File: config.mk
export PLATFORM = sky130hd
export DESIGN_NAME = echo_indication_packer
export DESIGN_NICKNAME = d
export VERILOG_FILES = /design/src/rtl/echo_indication_packer.sv
export SDC_FILE = /design/constraint.sdc
export NUM_CORES = 1
export LEC_CHECK = 0
export ABC_AREA = 1
export CAP_MARGIN = 20
export CELL_PAD_IN_SITES_DETAIL_PLACEMENT = 2
export CELL_PAD_IN_SITES_GLOBAL_PLACEMENT = 2
export CORE_UTILIZATION = 36
export DETAILED_ROUTE_END_ITERATION = 10
export DONT_BUFFER_PORTS = 1
export PLACE_DENSITY = 0.79
export SYNTH_ARGS = -nofsm -noshare
export SYNTH_HDL_FRONTEND = slang
export SYNTH_SLANG_ARGS = --single-unit
File: constraint.sdc
create_clock -name CLK -period 3.3 [get_ports CLK]
set_clock_uncertainty 0.15 [all_clocks]
set_input_delay 0.66 -clock CLK [delete_from_list [all_inputs] [get_ports CLK]]
set_output_delay 0.66 -clock CLK [all_outputs]
set_load 0.02 [all_outputs]
File: src/rtl/echo_indication_packer.sv
// echo_indication_packer
//   Queues `heard` / `heard2` indication calls in a small tagged FIFO and
//   serializes each call as a framed stream of 32-bit words on `pipe_enq`.
//   Frame = header {methodId, wordCount}, then the payload words.
//   Optional feature macro: ECHO_PACK_CHECKSUM_EN appends an XOR trailer word
//   (CHK state) to every frame and counts it in wordCount.
module echo_indication_packer #(
  parameter int DEPTH = 4
) (
  input  logic        CLK,
  input  logic        nRST,
  input  logic        indication_heard__ENA,
  input  logic [31:0] indication_heard_v,
  output logic        indication_heard__RDY,
  input  logic        indication_heard2__ENA,
  input  logic [15:0] indication_heard2_a,
  input  logic [15:0] indication_heard2_b,
  output logic        indication_heard2__RDY,
  output logic        pipe_enq__ENA,
  output logic [31:0] pipe_enq_v,
  input  logic        pipe_enq__RDY,
  output logic [15:0] msgCount
);

  localparam int AW = $clog2(DEPTH);
  localparam int CW = AW + 1;

`ifdef ECHO_PACK_CHECKSUM_EN
  localparam logic [15:0] WC_HEARD  = 16'd3;
  localparam logic [15:0] WC_HEARD2 = 16'd4;
`else
  localparam logic [15:0] WC_HEARD  = 16'd2;
  localparam logic [15:0] WC_HEARD2 = 16'd3;
`endif

  typedef enum logic [2:0] {
    IDLE,
    HDR,
    P0,
    P1
`ifdef ECHO_PACK_CHECKSUM_EN
    , CHK
`endif
  } state_t;

  // FIFO storage: bit 32 is the tag (0 = heard, 1 = heard2)
  logic [32:0]   mem_q [DEPTH];
  logic [32:0]   mem_d [DEPTH];
  logic [AW-1:0] wptr_q, wptr_d;
  logic [AW-1:0] rptr_q, rptr_d;
  logic [CW-1:0] count_q, count_d;

  // Output side: the entry currently being framed
  state_t        state_q, state_d;
  logic          tag_q, tag_d;
  logic [31:0]   data_q, data_d;
  logic [15:0]   msg_q, msg_d;

  logic          space_ok;
  logic          heard_acc;
  logic          heard2_acc;
  logic [1:0]    num_wr;
  logic          pop;
  logic          frame_end;
  logic          fifo_nonempty;
  logic [31:0]   hdr_word;
  logic [31:0]   p0_word;
  logic [31:0]   p1_word;
  logic [31:0]   out_word;

  // Accept side: both methods are ready only when two entries are free,
  // so a same-cycle pair of calls always fits; uses registered occupancy only
  always_comb begin
    space_ok   = (count_q <= CW'(DEPTH - 2));
    heard_acc  = indication_heard__ENA  & space_ok;
    heard2_acc = indication_heard2__ENA & space_ok;
    num_wr     = {1'b0, heard_acc} + {1'b0, heard2_acc};
  end

  assign indication_heard__RDY  = space_ok;
  assign indication_heard2__RDY = space_ok;
  assign fifo_nonempty          = (count_q != '0);

  // FIFO write path: heard lands first, heard2 goes in the next slot if both fire
  always_comb begin
    mem_d  = mem_q;
    wptr_d = wptr_q + AW'(num_wr);
    if (heard_acc) begin
      mem_d[wptr_q] = {1'b0, indication_heard_v};
    end
    if (heard2_acc) begin
      if (heard_acc) begin
        mem_d[wptr_q + AW'(1)] = {1'b1, indication_heard2_a, indication_heard2_b};
      end else begin
        mem_d[wptr_q] = {1'b1, indication_heard2_a, indication_heard2_b};
      end
    end
  end

  // Frame words derived from the held entry; the trailer is the XOR of them
  always_comb begin
    hdr_word = tag_q ? {16'd1, WC_HEARD2} : {16'd0, WC_HEARD};
    p0_word  = tag_q ? {16'd0, data_q[31:16]} : data_q;
    p1_word  = {16'd0, data_q[15:0]};
  end

  // Output FSM: next state, word mux, pop request and end-of-frame detection
  always_comb begin
    state_d   = state_q;
    out_word  = 32'd0;
    pop       = 1'b0;
    frame_end = 1'b0;
    case (state_q)
      IDLE: begin
        if (fifo_nonempty) begin
          pop     = 1'b1;
          state_d = HDR;
        end
      end
      HDR: begin
        out_word = hdr_word;
        if (pipe_enq__RDY) begin
          state_d = P0;
        end
      end
      P0: begin
        out_word = p0_word;
        if (pipe_enq__RDY) begin
          if (tag_q) begin
            state_d = P1;
          end else begin
`ifdef ECHO_PACK_CHECKSUM_EN
            state_d = CHK;
`else
            frame_end = 1'b1;
`endif
          end
        end
      end
      P1: begin
        out_word = p1_word;
        if (pipe_enq__RDY) begin
`ifdef ECHO_PACK_CHECKSUM_EN
          state_d = CHK;
`else
          frame_end = 1'b1;
`endif
        end
      end
`ifdef ECHO_PACK_CHECKSUM_EN
      CHK: begin
        out_word = hdr_word ^ p0_word ^ (tag_q ? p1_word : 32'd0);
        if (pipe_enq__RDY) begin
          frame_end = 1'b1;
        end
      end
`endif
      default: begin
        state_d = IDLE;
      end
    endcase

    // Back-to-back frames: pop the next entry on the last handshake, no bubble
    if (frame_end) begin
      if (fifo_nonempty) begin
        pop     = 1'b1;
        state_d = HDR;
      end else begin
        state_d = IDLE;
      end
    end
  end

  // Read pointer, occupancy (net of push/pop), held entry and message counter
  always_comb begin
    rptr_d  = rptr_q + AW'(pop);
    count_d = count_q + CW'(num_wr) - CW'(pop);
    tag_d   = tag_q;
    data_d  = data_q;
    msg_d   = msg_q;
    if (pop) begin
      tag_d  = mem_q[rptr_q][32];
      data_d = mem_q[rptr_q][31:0];
    end
    if (frame_end) begin
      msg_d = msg_q + 16'd1;
    end
  end

  assign pipe_enq__ENA = (state_q != IDLE);
  assign pipe_enq_v    = out_word;
  assign msgCount      = msg_q;

  // State registers; reset drops any partial frame and all queued entries
  always_ff @(posedge CLK or negedge nRST) begin
    if (!nRST) begin
      for (int i = 0; i < DEPTH; i++) begin
        mem_q[i] <= '0;
      end
      wptr_q  <= '0;
      rptr_q  <= '0;
      count_q <= '0;
      state_q <= IDLE;
      tag_q   <= 1'b0;
      data_q  <= '0;
      msg_q   <= '0;
    end else begin
      mem_q   <= mem_d;
      wptr_q  <= wptr_d;
      rptr_q  <= rptr_d;
      count_q <= count_d;
      state_q <= state_d;
      tag_q   <= tag_d;
      data_q  <= data_d;
      msg_q   <= msg_d;
    end
  end

endmodule
==> results by stage, run 1 <==
STA:
- The number of slew-limit violations in the final report is 0.
- For the final routed database, the setup TNS stands at 0 ns.
- Static timing analysis puts the maximum clock frequency at 308 MHz.
- The share of the cycle needed by the critical path after routing is 98.5%.
- The final number of setup-violating endpoints is 0.
- The worst hold slack after final layout is -0.271 ns.
- Setup repair after global routing could not meet its margin everywhere.
- The number of hold-slack violations in the final timing report is 190.
- For the finished layout, the period the worst path requires is 3.25 ns.
- The minimum setup slack in the final design is 0.0488 ns.
- The headroom to the max-slew limit is 38.2%.
- At the pin with the least slew margin, the transition time is 0.927 ns.

Placed design:
- Timing analysis after detailed placement gives a worst setup slack of 0.607 ns.
- Counting tap cells, the placed design contains a total of 2392 instances.
- The detailed placer's ending HPWL is 33800 um.
- The number of buffer cells added on primary ports is 0.
- Summing all placed instances gives a cell area of 0.0137 sq mm.
- At the end of routability-driven placement, the weighted congestion stood at 0.816.

Critical path:
- The endpoint arrival time on the critical path is 2.44 ns.
- The startpoint identified for the worst register-to-register timing path is state_q[0]$_DFFE_PN0P_.
- The worst setup path is of the reg2out kind.
- The end of the worst register-to-register path is count_q[2]$_DFF_PN0_.
- The worst setup slack for register-to-register paths is 0.39 ns.
- The worst setup path is launched from a flop.
- In this run the worst setup path begins at state_q[0]$_DFFE_PN0P_.
- The peak fanout along the critical path is 9.
- The worst register-to-register path has a depth of 12.
- In this run the worst setup path terminates at pipe_enq_v[13].
- The required time of the worst setup path is 2.49 ns.
- STA classifies the critical path endpoint as an output pin.

Logic synthesis:
- Yosys mapped a number of flops with a built-in enable equal to 0.
- Yosys mapped the design onto 29 distinct sky130hd cell types.
- After synthesis, the most frequently instantiated cells are 705 x sky130_fd_sc_hd__nand2_1, 206 x sky130_fd_sc_hd__nand3_1, 192 x sky130_fd_sc_hd__o211ai_1.
- The mean area per synthesized cell is 6.51 sq um.
- By instance count, the leading cell after synthesis is sky130_fd_sc_hd__nand2_1.
- Of the synthesized area, sequential elements account for 35.9%.
- The cell count after synthesis is 2033.
- The proportion of register bits with asynchronous set or reset after synthesis is 100%.
- Of all cell types, the one taking the most synthesized area is sky130_fd_sc_hd__dfrtp_1.
- The portion of synthesized cell area occupied by the leading cell type is 35.9%.
- During synthesis, Yosys emitted a total of 0 warnings.
- Yosys attributes the largest share of cell area to sky130_fd_sc_hd__dfrtp_1 36%, sky130_fd_sc_hd__nand2_1 20%, sky130_fd_sc_hd__o211ai_1 11%.
- The net count of the mapped netlist is 2113.
- Counting flops and latches in the post-synthesis netlist gives 190.
- The mapped netlist covers 0.0132 sq mm.
- In the synthesized netlist the dominant register cell turns out to be sky130_fd_sc_hd__dfrtp_1.

Cells and area:
- The utilization after layout is 40.0%.
- The filler cell count in the final layout is 4309.
- The summed area of non-filler cells in the final layout is 0.0143 sq mm.
- The share of post-route cells with drive strength above 1 is 5.81%.
- The final layout net count is 2030.
- The footprint of the multi-input gates is 0.00729 sq mm.
- Relative to the synthesized area, the layout overhead comes to 8.22%.
- The area taken by flip-flops and latches is 0.00476 sq mm.
- The final cell count without fillers is 2425.

Drt:
- For this block, wires on met1 add up to 24400 um.
- The met2 routed wirelength is 26800 um.
- The remaining antenna violation count is 0.
- The detailed route wirelength on metal3 is 2410 um.
- The detailed router finished its first iteration with 900 violations.
- For this block, the via count after detailed routing is 14239.
- The average vias per placed instance is 5.87.
- Summed over all layers, the routed wires come to 55200 um.
- In this run the top signal layer used is met5.
- The first detailed-routing pass took 5 iterations.
- The average wire per cell in the routed design is 22.7 um.
- For this run, design rule violations remaining after detail routing come to 0.

Floorplan:
- The floorplan step defined a die boundary enclosing 0.0375 sq mm.
- The core region is 0.0358 sq mm.
- After floorplanning, the core was divided into 69 placement rows.
- Pin placement for this block handled 120 I/O pins.
- In this run the horizontal extent of the chip is 194 um.
- The effective utilization at floorplan is 36.9%.
- The vertical die dimension is 194 um.

CTS:
- The clock tree from TritonCTS is done.
- The clock passes through at most 2 buffers.
- The clock latency at the later pin of the worst-skew pair is 0.47 ns.
- The clock slew seen by the registers of the worst setup and hold paths is 0.09 ns.
- TritonCTS created 17 clock buffers.
- The H-tree depth is 4.
- Once the clock tree was built, the setup fixing pass inserted 0 buffers.
- Counting every sink on the clock net gives 190.
- CTS placed an instance of sky130_fd_sc_hd__clkbuf_16 at the clock tree root.

Worst hold path:
- The min-delay analysis places its worst path in the category in2async.

Run status:
- The checks that failed: negative hold slack.
- The run finished, with violations left.

Global route:
- Across every metal layer, demand over resource in global routing totals 29.7%.
- The via count of the first global-routing pass came to 15137.
- The number of antenna violations at the first check in global routing is 3.
- Global routing finished with a remaining overflow of 0.
- The first-pass GRT wire length is 87900 um.
- The largest net degree at the start of global routing is 191.

Power and ir drop:
- The largest vdd supply drop is 0.563 mV.
- The post-layout total power is 15.7 mW.
- The power density normalized to cell area is 1100 mW/mm^2.
- The cell leakage power is 6.43 nW.

Flow run:
- The tool flagged a number of max-cap violations equal to 0.
==> registers in the layout, indices dropped and copies added (netlist names) <==
register	count
mem_q	132
data_q	32
msgCount	16
count_q	3
rptr_q	2
state_q	2
wptr_q	2
tag_q	1
==> final cells by class <==
cell class	count	share of cell area, %
clock buffers	17	2.97
repair buffers	55	3.50
multi-input cells	1521	50.9
clock inverters	15	1.00
flip-flops and latches	190	33.2
well taps	461	4.03
inverters	165	4.35
diodes	1	0.0175
==> layout by cell type (no fill, tap or decap), types with 5 or more instances in the layout <==
master	n
sky130_fd_sc_hd__nand2_1	703
sky130_fd_sc_hd__nand3_1	206
sky130_fd_sc_hd__o211ai_1	192
sky130_fd_sc_hd__dfrtp_1	189
sky130_fd_sc_hd__nor2_1	169
sky130_fd_sc_hd__inv_1	161
sky130_fd_sc_hd__o21ai_0	142
sky130_fd_sc_hd__buf_4	48
sky130_fd_sc_hd__a21oi_1	39
sky130_fd_sc_hd__clkbuf_16	17
sky130_fd_sc_hd__ha_1	10
sky130_fd_sc_hd__o21ai_1	9
sky130_fd_sc_hd__xor2_1	8
sky130_fd_sc_hd__a21oi_2	8
sky130_fd_sc_hd__buf_12	7
sky130_fd_sc_hd__nor2_4	6
sky130_fd_sc_hd__o31ai_1	6
sky130_fd_sc_hd__xnor2_1	5
sky130_fd_sc_hd__inv_8	5
==> metal layers <==
metal / track usage (%) / vias up
met5: 0 / -
met4: 11.0 / 2
met3: 4.61 / 84
met2: 50.6 / 302
met1: 37.9 / 7355
li1: - / 6496
==> kinds of logic (layout without fill, tap and decap cells) <==
group / after synthesis / in the layout / synth area share [%]
xor gates and xnor gates: 13 / 13 / 0.861
buffers and inverters: 322 / 252 / 9.78
and+or+nand+nor: 1095 / 1095 / 33.3
other: 0 / 1 / 0
DFF: 190 / 190 / 35.9
adders and majority gates: 11 / 11 / 1.10
AOI/OAI and AO/OA: 402 / 402 / 19.0
==> power by group <==
part	switching (mW)	internal [mW]	total (mW)	leakage, nW
Combinational	6.13	2.86	8.99	3.84
Clock	1.14	1.01	2.15	0.285
Sequential	1.07	3.52	4.59	2.31
==> worst max-delay path, cell delays in order (launching register included) <==
cell and delay [ns]:
sky130_fd_sc_hd__dfrtp_1 0.44, sky130_fd_sc_hd__inv_1 0.20, sky130_fd_sc_hd__ha_1 0.29, sky130_fd_sc_hd__nand2_1 0.26
sky130_fd_sc_hd__clkinvlp_4 0.28, sky130_fd_sc_hd__nand2_1 0.08, sky130_fd_sc_hd__a21oi_1 0.41
==> how the worst min path moves through the flow <==
stage                     start                  endpoint  slack (ns)
final                      nRST  msgCount[15]$_DFFE_PN0P_       -0.27
after global routing       nRST  msgCount[11]$_DFFE_PN0P_       -0.28
after CTS                  nRST    state_q[0]$_DFFE_PN0P_       -0.29
after detailed placement   nRST  msgCount[15]$_DFFE_PN0P_        0.22
after global placement     nRST  msgCount[15]$_DFFE_PN0P_        0.22
after floorplan            nRST      count_q[0]$_DFF_PN0_        0.21
==> timing repair <==
| item | 4_1_cts | 5_1_grt |
|---|---|---|
| gates resized for setup | 0 | 9 |
| endpoints found under the hold margin | 190 | 190 |
| setup endpoints to repair | 0 | 9 |
No activity file was read; power rests on OpenSTA's default activity.
==> run 2, diff against run 1 <==
--- a/constraint.sdc
+++ b/constraint.sdc
@@ -4,2 +4,2 @@
 set_output_delay 0.66 -clock CLK [all_outputs]
-set_load 0.02 [all_outputs]
+set_load 0.01 [all_outputs]
==> results by stage, run 2 (synthesis gave the netlist of run 1 again) <==
Run status:
- The run finished, with violations left.
- The checks that failed: negative hold slack.

STA:
- The minimum setup slack in the final design is 0.156 ns (+0.107 ns).
- The number of slew-limit violations in the final report was 0 (unchanged).
- The maximum clock frequency is 318 MHz (+3.4%).
- The share of the cycle needed by the critical path after routing is 95.3% (-3.3 points).
- The sum of negative setup slack was 0 ns (unchanged).
- The worst hold slack after final layout is -0.277 ns (-0.00592 ns).
- The number of hold-slack violations in the final timing report is 190 (unchanged).
- Setup repair after global routing left no endpoint under its margin.
- The minimum clock period came to 3.14 ns (-0.107 ns).
- The actual transition at the worst max-transition pin is 0.906 ns (-0.0213 ns).
- The final number of setup-violating endpoints came to 0 (unchanged).
- The headroom to the max-slew limit is 39.6% (+1.4 points).

Critical path:
- The peak fanout along the critical path came to 9 (unchanged).
- By startpoint and endpoint, the worst setup path is classified as reg2out.
- The endpoint arrival time on the critical path is 2.33 ns (-0.11 ns).
- The kind of end point of the critical path is an output pin.
- The required time of the worst setup path is 2.49 ns (about the same).
- The category of the worst setup path launch point is a flop.

Drt:
- The starting DRC count in detailed routing came to 761 (-15%).
- The number of DRC violations after detailed routing is 0 (unchanged).
- The average wire per cell in the routed design is 22.5 um (-1.2%).
- The number of iterations in the first detailed-routing pass is 4 (-1).
- The final routed wirelength across all metal layers is 54000 um (-2.0%).
- The total via count after detailed routing is 14005 (-1.6%).
- The average vias per placed instance is 5.83 (-0.78%).
- The remaining antenna violation count was 0 (unchanged).

Global route:
- The via count of the first global-routing pass is 15078 (-0.39%).
- The total routing usage reported by global routing is 29.2% (-0.53 points).
- The number of antenna violations at the first check in global routing is 0 (-3).
- The remaining global-route overflow came to 0 (unchanged).
- The largest net degree at the start of global routing is 191 (unchanged).
- The first-pass GRT wire length is 86400 um (-1.8%).

Power and ir drop:
- The power share of the clock group came to 14.4% (+0.7 points).
- The internal power of the cells is 7.33 mW (-0.72%).
- The power density normalized to cell area came to 1090 mW/mm^2 (-0.47%).
- The net switching share of the total power is 52.6% (-0.41 points).
- The combinational share of power was 56.5% (-0.7 points).
- The largest vdd supply drop is 0.582 mV (+3.5%).
- The cell leakage power came to 6.33 nW (-1.5%).
- The switching power total was 8.15 mW (-2.4%).
- The share of total power in sequential cells came to 29.1% (about the same).

Floorplan:
- The core area is 0.0358 sq mm (unchanged).
- The die footprint is 0.0375 sq mm (unchanged).
- The die extent in x is 194 um (unchanged).
- The count of pins on the block boundary is 120 (unchanged).
- The floorplan row count is 69 (unchanged).
- The effective utilization at floorplan is 36.9% (unchanged).
- The vertical die dimension came to 194 um (unchanged).

Cells and area:
- The final layout net count is 2010 (-0.99%).
- The number of diodes added for antenna fixing is 0 (-1).
- In the layout the commonest cells are 703 x sky130_fd_sc_hd__nand2_1, 206 x sky130_fd_sc_hd__nand3_1, 192 x sky130_fd_sc_hd__o211ai_1, 189 x sky130_fd_sc_hd__dfrtp_1, 169 x sky130_fd_sc_hd__nor2_1.
- The number of flip-flops in the largest register is 132 (unchanged).
- The most frequent standard cell in the layout excluding fill and tap cells is sky130_fd_sc_hd__nand2_1.
- The layout overhead on the synthesized area is 7.01%.
- More flip-flops sit in one register than any other, and that register is mem_q.
- The utilization after layout came to 39.5% (-0.45 points).
- The share of post-route cells with drive strength above 1 is 4.48% (-1.3 points).

Placed design:
- The detailed placer's ending HPWL came to 33400 um (-1.1%).
- The pre-CTS setup slack is 0.425 ns (-0.181 ns).
- The weighted congestion reported at the end of routability-driven placement was 0.787 (-3.5%).
- The number of buffer cells added on primary ports came to 0 (unchanged).

CTS:
- The number of sinks handled by clock tree synthesis is 190 (unchanged).
- TritonCTS built the clock tree.
- The clock slew seen by the registers of the worst setup and hold paths is 0.08 ns (about the same).
- The cell at the root of the clock tree is sky130_fd_sc_hd__clkbuf_16.
- The clock latency at the later pin of the worst-skew pair is 0.48 ns (about the same).
- The H-tree depth came to 4 (unchanged).
- The number of buffers created by CTS is 17 (unchanged).
- The maximum buffer depth of the clock tree is 2 (unchanged).

Worst hold path:
- The min-delay analysis places its worst path in the category in2async.

Flow run:
- The max-cap check violation count is 0 (unchanged).
-- run 2: changes by cell type in the layout (fill, tap and decap cells not counted), sizes merged --
cell    delta
diode      -1
clkinv     +3
inv        -3
buf       -20
-- run 2: critical path, stage by stage (launching register included) --
cell and delay, ns:
sky130_fd_sc_hd__dfrtp_1 0.43, sky130_fd_sc_hd__inv_1 0.16, sky130_fd_sc_hd__ha_1 0.29, sky130_fd_sc_hd__nand2_1 0.26
sky130_fd_sc_hd__inv_2 0.24, sky130_fd_sc_hd__nand2_1 0.12, sky130_fd_sc_hd__a21oi_1 0.35
-- run 2: area by class of cell --
| type | instances | area [sq um] |
|---|---|---|
| Fill cell | 4336 | 21700 |
| Multi-Input combinational cell | 1521 | 7260 |
| Sequential cell | 190 | 4760 |
| Inverter | 165 | 619 |
| Tap cell | 461 | 577 |
| Clock buffer | 17 | 425 |
| Timing Repair Buffer | 35 | 325 |
| Clock inverter | 15 | 193 |
-- run 2: worst paths after layout --
check / from / endpoint / slack [ns] / cells after the start
max in group asynchronous: nRST / mem_q[128]$_DFF_PN0_ / 2.78 / 0
min in group CLK: indication_heard2_a[6] / mem_q[55]$_DFF_PN0_ / 0.25 / 4
hold / removal: nRST / msgCount[11]$_DFFE_PN0P_ / -0.28 / 0
hold reg to reg: count_q[2]$_DFF_PN0_ / count_q[2]$_DFF_PN0_ / 0.36 / 1
setup reg to reg: state_q[0]$_DFFE_PN0P_ / count_q[2]$_DFF_PN0_ / 0.50 / 12
setup / recovery: state_q[0]$_DFFE_PN0P_ / pipe_enq_v[10] / 0.16 / 6
-- run 2: per-stage QoR --
step / power [mW] / cells / area (sq um)
2_1_floorplan: 10.2 / 2033 / 13200
3_3_place_gp: 12.6 / 2372 / 13500
3_5_place_dp: 13.2 / 2372 / 13500
4_1_cts: 15.5 / 2404 / 14200
5_1_grt: 16.7 / 2404 / 14200
6_report: 15.5 / 2404 / 14200
-- run 2: power by group through the flow --
stage	sequential, mW	clock (mW)	combinational, mW
5_1_grt	4.64	2.36	9.70
6_report	4.50	2.23	8.75
3_3_place_gp	4.44	0	8.17
4_1_cts	4.49	2.27	8.78
3_5_place_dp	4.52	0	8.65
2_1_floorplan	4.15	0	6.09
-- run 2: timing repair --
| item | CTS | global route |
|---|---|---|
| hold endpoints to repair | 190 | 190 |
| gates resized for setup | 1 | 1 |
| setup buffers | 0 | 0 |
| endpoints found under the setup margin | 12 | 1 |
-- run 2: routing by layer --
layer	routed length (um)	vias to the layer above	track usage (%)
li1	-	6457	-
met1	24400	7225	37.4
met2	26500	258	50.7
met3	2180	65	4.51
met4	965	0	8.06
met5	0	-	0
